### src/rtl/cayde_lsu.sv
// Load/store unit: one outstanding aligned access, byte-lane steering and load extension.
// Define CAYDE_SIGNED_LOAD_EN to honour req_signed_i on loads; otherwise loads zero-extend.
module cayde_lsu #(
    parameter int unsigned XLEN   = 32,
    parameter int unsigned ADDR_W = 32
) (
    input  logic              clk,
    input  logic              rst_n,
    input  logic              req_valid_i,
    output logic              req_ready_o,
    input  logic              req_store_i,
    input  logic [1:0]        req_size_i,
    input  logic              req_signed_i,
    input  logic [ADDR_W-1:0] req_addr_i,
    input  logic [XLEN-1:0]   req_wdata_i,
    output logic              resp_valid_o,
    output logic [XLEN-1:0]   resp_rdata_o,
    output logic              resp_err_o,
    output logic              mem_req_o,
    input  logic              mem_gnt_i,
    output logic              mem_we_o,
    output logic [XLEN/8-1:0] mem_be_o,
    output logic [ADDR_W-1:0] mem_addr_o,
    output logic [XLEN-1:0]   mem_wdata_o,
    input  logic              mem_rvalid_i,
    input  logic              mem_err_i,
    input  logic [XLEN-1:0]   mem_rdata_i
);

    localparam int unsigned NB    = XLEN / 8;
    localparam int unsigned OFF_W = $clog2(NB);

`ifdef CAYDE_SIGNED_LOAD_EN
    localparam bit SIGNED_EN = 1'b1;
`else
    localparam bit SIGNED_EN = 1'b0;
`endif

    typedef enum logic [1:0] {StIdle, StReq, StWait, StDone} state_e;

    state_e           state_q;
    logic             store_q;
    logic             signed_q;
    logic [1:0]       size_q;
    logic [OFF_W-1:0] off_q;

    logic [OFF_W-1:0]  req_off;
    logic [OFF_W-1:0]  align_mask;
    logic              req_legal;
    logic [NB-1:0]     be_mask;
    logic [NB-1:0]     req_be;
    logic [XLEN-1:0]   req_wdata_sh;
    logic [ADDR_W-1:0] req_addr_al;

    always_comb begin
        req_off    = req_addr_i[OFF_W-1:0];
        align_mask = OFF_W'((32'd1 << req_size_i) - 32'd1);
        req_legal  = ((req_off & align_mask) == '0) && !(req_size_i == 2'd3 && XLEN != 64);
        for (int unsigned i = 0; i < NB; i++) begin
            be_mask[i] = (i < (32'd1 << req_size_i));
        end
        req_be       = be_mask << req_off;
        req_wdata_sh = req_wdata_i << {req_off, 3'b000};
        req_addr_al  = {req_addr_i[ADDR_W-1:OFF_W], {OFF_W{1'b0}}};
    end

    logic [XLEN-1:0] load_sh;
    logic [XLEN-1:0] field_mask;
    logic [XLEN-1:0] load_data;
    logic            field_msb;

    // Full-width loads keep an all-ones mask, so the extension term vanishes.
    always_comb begin
        load_sh    = mem_rdata_i >> {off_q, 3'b000};
        field_mask = '1;
        field_msb  = 1'b0;
        case (size_q)
            2'd0: begin
                field_mask = XLEN'(8'hff);
                field_msb  = load_sh[7];
            end
            2'd1: begin
                field_mask = XLEN'(16'hffff);
                field_msb  = load_sh[15];
            end
            2'd2: begin
                field_mask = XLEN'(32'hffff_ffff);
                field_msb  = load_sh[31];
            end
            default: begin
            end
        endcase
        load_data = load_sh & field_mask;
        if (SIGNED_EN && signed_q && field_msb) begin
            load_data = load_data | ~field_mask;
        end
    end

    always_ff @(posedge clk or negedge rst_n) begin
        if (!rst_n) begin
            state_q      <= StIdle;
            store_q      <= 1'b0;
            signed_q     <= 1'b0;
            size_q       <= 2'd0;
            off_q        <= '0;
            req_ready_o  <= 1'b1;
            mem_req_o    <= 1'b0;
            mem_we_o     <= 1'b0;
            mem_be_o     <= '0;
            mem_addr_o   <= '0;
            mem_wdata_o  <= '0;
            resp_valid_o <= 1'b0;
            resp_err_o   <= 1'b0;
            resp_rdata_o <= '0;
        end else begin
            resp_valid_o <= 1'b0;
            case (state_q)
                StIdle: begin
                    if (req_valid_i) begin
                        req_ready_o <= 1'b0;
                        store_q     <= req_store_i;
                        signed_q    <= req_signed_i;
                        size_q      <= req_size_i;
                        off_q       <= req_off;
                        if (req_legal) begin
                            state_q     <= StReq;
                            mem_req_o   <= 1'b1;
                            mem_we_o    <= req_store_i;
                            mem_be_o    <= req_be;
                            mem_addr_o  <= req_addr_al;
                            mem_wdata_o <= req_wdata_sh;
                        end else begin
                            // Illegal access completes without touching memory.
                            state_q      <= StDone;
                            resp_valid_o <= 1'b1;
                            resp_err_o   <= 1'b1;
                            resp_rdata_o <= '0;
                        end
                    end
                end
                StReq: begin
                    if (mem_gnt_i) begin
                        mem_req_o <= 1'b0;
                        state_q   <= StWait;
                    end
                end
                StWait: begin
                    if (mem_rvalid_i) begin
                        state_q      <= StDone;
                        resp_valid_o <= 1'b1;
                        resp_err_o   <= mem_err_i;
                        resp_rdata_o <= (store_q || mem_err_i) ? '0 : load_data;
                    end
                end
                StDone: begin
                    state_q      <= StIdle;
                    req_ready_o  <= 1'b1;
                    resp_err_o   <= 1'b0;
                    resp_rdata_o <= '0;
                end
                default: state_q <= StIdle;
            endcase
        end
    end

endmodule
### config.mk
export PLATFORM = sky130hd
export DESIGN_NAME = cayde_lsu
export DESIGN_NICKNAME = d
export VERILOG_FILES = /design/src/rtl/cayde_lsu.sv
export SDC_FILE = /design/constraint.sdc
export NUM_CORES = 1
export LEC_CHECK = 0
export ABC_CLOCK_PERIOD_IN_PS = 2750
export CORE_MARGIN = 2
export CORE_UTILIZATION = 30
export DETAILED_ROUTE_END_ITERATION = 7
export GPL_TIMING_DRIVEN = 0
export PLACE_DENSITY = 0.68
export SLEW_MARGIN = 10
export SYNTH_ARGS = -nofsm -noshare
export SYNTH_HDL_FRONTEND = slang
export SYNTH_SLANG_ARGS = --single-unit
### constraint.sdc
create_clock -name clk -period 2.75 [get_ports clk]
set_input_delay 0.4125 -clock clk [delete_from_list [all_inputs] [get_ports clk]]
set_output_delay 0.4125 -clock clk [all_outputs]
set_load 0.01 [all_outputs]
* Yosys cells after proc, flatten, opt, wreduce, memory -nomap -nowiden
Cells that the tools add are included.
** Word-level totals
- Register bits after elaboration :: 110
- Bits in latches :: 0
- Memory bits (writable) :: 0
- ROM bits :: 0
- Output and inout port bits :: 105
- Logic and storage cells :: 74
- Memories :: 0
** Cells by class
- $add $sub $neg :: 1
- $mul :: 0
- Div/mod/pow operators :: 0
- $lt $le $gt $ge :: 4
- Eq/ne operators :: 10
- Shifts and indexed selects :: 4
- Multiplexer cells :: 25
- Bitwise gates (word level) :: 2
- Reduce and logical (&&, ||, !) cells :: 15
** Operators by type and width (number)
- $mux W32 :: 4
- $pmux W32 S3 :: 1
- $lt A1 B32 Y1 const A :: 2
- $lt A2 B32 Y1 const A :: 2
- $pmux W32 S2 :: 1
- $and A32 B32 Y32 :: 1
- $shl A1 B2 Y32 const A :: 1
- $shl A32 B5 Y32 :: 1
- $shr A32 B5 Y32 :: 1
- $mux W1 :: 10
- $ne A2 B2 Y1 const B :: 5
- $mux W2 :: 4
- $pmux W2 S4 :: 1
- $reduce_and A4 Y1 :: 2
- $eq A2 B2 Y1 const B :: 3
- $logic_not A2 Y1 :: 3
- $pmux W1 S2 :: 3
- $reduce_and A3 Y1 :: 2
- $eq A2 B1 Y1 const B :: 2
- $reduce_and A2 Y1 :: 2
- $reduce_bool A2 Y1 :: 2
- $shl A4 B2 Y4 :: 1
- $pmux W1 S3 :: 1
- $reduce_bool A3 Y1 :: 1
- other kinds (5) :: 5

* Depth between registers and ports, before layout
- Depth after elaboration :: 8
- Mapped depth :: 10
- Gate-level depth less buffers :: 7

* Least setup slack after synthesis
OpenSTA, ideal clock, no wires.
- Path type :: input -> register
- From :: in req_size_i[1]
- To :: reg resp_err_o
- Arrival :: 2055 ps
- Data required time :: 2625 ps
- Slack :: 570 ps
- Stages on the path :: 9
- Buffers on the path :: 2
- Path through :: nor2_1 > inv_1 > ha_1 > and2b_1 > nor2_2 > a211o_1 > buf_2 > buf_6 > mux2_4
** On the way
- Word-level cells in the longest chain between the ends :: 7
** RTL lines
- from (decl) :: RTL line 12 : input logic [1:0] req_size_i,
- $shl A1 B2 Y32
- $sub A2 B1 Y2 :: RTL line 57 : align_mask = OFF_W'((32'd1 << req_size_i) - 32'd1);
- $and A2 B2 Y2 :: RTL line 58 : req_legal = ((req_off & align_mask) == '0) && !(req_size_i == 2'd3 && XLEN != 64);
- $logic_not A2 Y1 :: RTL line 58
- $logic_and A1 B1 Y1 (*) :: RTL line 58
- $ne A2 B2 Y1 (no source line) (*)
- $reduce_and A4 Y1 (no source line) (*)
- to (signal assigned) :: RTL line 151 : resp_err_o <= mem_err_i;
- to (decl) :: RTL line 18 : output logic resp_err_o,
Every way passes the cells marked *; elsewhere a longest branch is shown, timed or not.
A chain may end at the register's enable or synchronous reset.

* Worst setup path in the final report
- From :: in req_size_i[1]
- To :: reg resp_rdata_o[14]
** On the way
- Word-level cells in the longest chain between the ends :: 7
** RTL lines
- $shl A1 B2 Y32
- $sub A2 B1 Y2 :: RTL line 57
- $and A2 B2 Y2 :: RTL line 58
- $logic_not A2 Y1 :: RTL line 58
- $logic_and A1 B1 Y1 (*) :: RTL line 58
- $ne A2 B2 Y1 (no source line) (*)
- $reduce_and A4 Y1 (no source line) (*)
- to (signal assigned) :: RTL line 152 : resp_rdata_o <= (store_q || mem_err_i) ? '0 : load_data;
- to (decl) :: RTL line 17 : output logic [XLEN-1:0] resp_rdata_o,
Marks and branches as above.

==> impl_metrics.csv <==
group,metric,value,unit
global_route,met2_usage,0.289,
routing,wirelength,17600,um
finish,nNetsFinal,885,
yosys,syn_area,5570,um^2
routing,drcViolationCount,0,
finish,multi_input_area,2530,um^2
global_route,grt.busiest_layer,"met2",
yosys,yosysMostFrequentCell,"nand2_1",
outcome,status,"finished clean",
setup_path,cp_max_fo,10,
timing,setup_viol,0,
clock_tree,cts_tree,"done",
timing,rsz0062_at_grt,"no",
timing,tightest_slew,0.738,ns
finish,seq_area,2750,um^2
clock_tree,clockBufferDepth,2,
global_route,gr-total-overflow,0,
finish,final_layout_size_suffix_gt1_frac,0.121,
timing,drv_slew,0,
global_route,grt_pass1_vias,4916,
yosys,synth_cell_types,38,
yosys,synthArstFlopShare,1.00,
power_and_ir_drop,leakagePower,0.00376,uW
setup_path,crit_required,2.99,ns
power_and_ir_drop,finalPower,7760,uW
floorplan,io_pins,211,
run,max-cap-violations,0,
setup_path,cp-end-kind,"flop",
setup_path,worstSetupPathType,"primary input to flop",
routing,firstDrtPassIters,4,
yosys,yosys.area.top_type,"dfrtp_1",
power_and_ir_drop,p_per_area,936,nW/um^2
global_route,grt_pass1_wl,27400,um
floorplan,die_w,140,um
clock_tree,cts_buffers,9,
yosys,ys_top_cells_by_area,"dfrtp_1 49%, nand2_1 9.8%, mux2i_1 7.5%, mux2_4 5.9%, a211oi_1 3.2%",
yosys,netlist.area_leader.share,0.489,
routing,wl_per_cell,17.5,um
finish,fin_area,8290,um^2
clock_tree,clock_sinks,110,
floorplan,fp.dieArea,19700,um^2
yosys,avgSynthCellArea,10.1,um^2
timing,max_clock_freq,383,MHz
finish,fin_cells,1007,
routing,drtAntennaViolNets,0,
yosys,ys_warn_count,0,
global_route,grt_max_degree,64,
yosys,synth_common_cells,"145 x nand2_1, 109 x dfrtp_1, 42 x mux2i_1",
worst_hold_path,hp-class,"flop to flop",
place,place.detailed.hpwl,13200,um
setup_path,crit_arrival,2.85,ns
global_route,grtUsageMet1,0.232,
yosys,ys_ff_latch,110,
place,port_buffers,207,
timing,fin_crit,2.61,ns
place,post-place-cells,990,
clock_tree,clkLatencyLatePin,0.37,ns
timing,fin_worst_skew,0.0132,ns
place,place_area,7960,um^2
yosys,synth_cells,552,
floorplan,die_y,140,um
global_route,antenna_found_initial,0,
finish,antenna_cells,0,
finish,syn_to_final_growth,48.7,%
yosys,ys_seq_area_frac,0.494,
global_route,grt_usage,0.181,
timing,min_period_over_period,0.949,
routing,viasPerCell,4.79,
yosys,synth-main-ff-cell,"dfrtp_1",
global_route,met3_usage,0.0591,
timing,finalHoldViolCount,0,
floorplan,start_util,0.308,
clock_tree,clk_pin_slew_worst_paths,0.08,ns
timing,fin_ws,0.140,ns
routing,drtIter0Drc,287,
setup_path,start_kind,"primary input",
floorplan,fp-row-count,49,
finish,fillers,1730,
yosys,synth_edf_count,0,
power_and_ir_drop,worst_ir_drop_vdd,465,uV
place,place_worst_setup_slack,-0.365,ns
clock_tree,h-tree-depth,3,
routing,routed-via-count,4819,
floorplan,coreArea,18100,um^2
place,gp_congestion,0.904,
timing,slew_headroom,0.507,
clock_tree,cts_root_buffer,"clkbuf_16",
[timing repair]
action / 4_1_cts / 5_1_grt
endpoints found under the hold margin: 32 / 0
gates resized for setup: 0 / 2
endpoints found under the setup margin: 0 / 44
setup buffers: 0 / 0
hold buffers: 1 / 0
[critical path: stages]
cell	delay (ns)
clkdlybuf4s50_1	0.55
nor2_2	0.21
inv_1	0.06
ha_1	0.28
and2b_1	0.28
nor2_2	0.10
a211o_1	0.30
buf_2	0.17
buf_6	0.18
mux2_4	0.30
[area by class of cell]
| class | instances | area share |
|---|---|---|
| tap | 229 | 0.0346 |
| multi-input combinational | 388 | 0.306 |
| buffer | 39 | 0.0287 |
| inverter | 16 | 0.00725 |
| sequential | 110 | 0.332 |
| timing repair buffer | 209 | 0.255 |
| clock buffer | 9 | 0.0272 |
| clock inverter | 7 | 0.00981 |
[power breakdown]
group | total (uW) | internal, uW | switching (uW) | leakage, uW
clock | 1370 | 656 | 717 | 0.000150
sequential | 2590 | 2240 | 348 | 0.00143
combinational | 3800 | 2050 | 1750 | 0.00219
[state kept, by name, indices dropped and copies added (netlist names)]
name / count
off_q: 2
mem_wdata_o: 32
mem_we_o: 1
req_ready_o: 1
size_q: 2
resp_err_o: 1
state_q: 2
resp_rdata_o: 32
mem_req_o: 1
mem_be_o: 4
mem_addr_o: 30
resp_valid_o: 1
store_q: 1
[final timing paths]
check / from / to / slack (ns) / cells past startpoint
worst min register to register: mem_wdata_o[3] / mem_wdata_o[3] / 0.47 / 2
worst min-delay path: mem_wdata_o[3] / mem_wdata_o[3] / 0.47 / 2
max in group asynchronous: rst_n / req_ready_o / 1.47 / 3
worst max register to register: state_q[0] / resp_rdata_o[10] / 0.34 / 7
worst max-delay path: req_size_i[1] / resp_rdata_o[14] / 0.14 / 10
min in group asynchronous: rst_n / mem_addr_o[24] / 0.55 / 2
[placed cells by master, fill, tap and decap left out, types with 7 or more instances in the layout]
cell	n
clkdlybuf4s50_1	206
nand2_1	145
dfrtp_1	109
mux2i_1	42
nor2_1	33
a211oi_1	24
mux2_4	22
a21oi_1	22
nor2b_1	18
inv_1	16
mux2_2	16
o21ai_0	13
clkbuf_1	12
buf_2	10
buf_6	9
nand3_1	9
o31ai_2	9
clkbuf_16	9
a2bb2oi_1	7
[through the flow]
stage          hold slack [ns]  TNS [ns]   util
6_report                 0.471         0  0.458
5_1_grt                  0.501         0  0.458
4_1_cts                  0.475         0  0.458
3_5_place_dp             0.384    -20.52  0.440
3_3_place_gp             0.450   -376.38  0.439
2_1_floorplan            0.117         0      -
[metal layers]
metal | vias up | share of wire
met2 | 194 | 0.47
met5 | - | 0
met3 | 21 | 0.086
li1 | 2300 | -
met1 | 2304 | 0.43
met4 | 0 | 0.019
[cells by family (layout without fill, tap and decap cells)]
family | after synthesis | in the layout | share of synthesized area
AO/OA/AOI/OAI | 84 | 84 | 0.107
adder cells (fa/ha/maj) | 7 | 7 | 0.0159
buffers and inverters | 55 | 280 | 0.0534
flip-flops | 110 | 110 | 0.494
multiplexers | 80 | 80 | 0.167
other | 1 | 2 | 0.000673
AND/OR/NAND/NOR | 215 | 215 | 0.161
(Power assumes the default switching activity.)
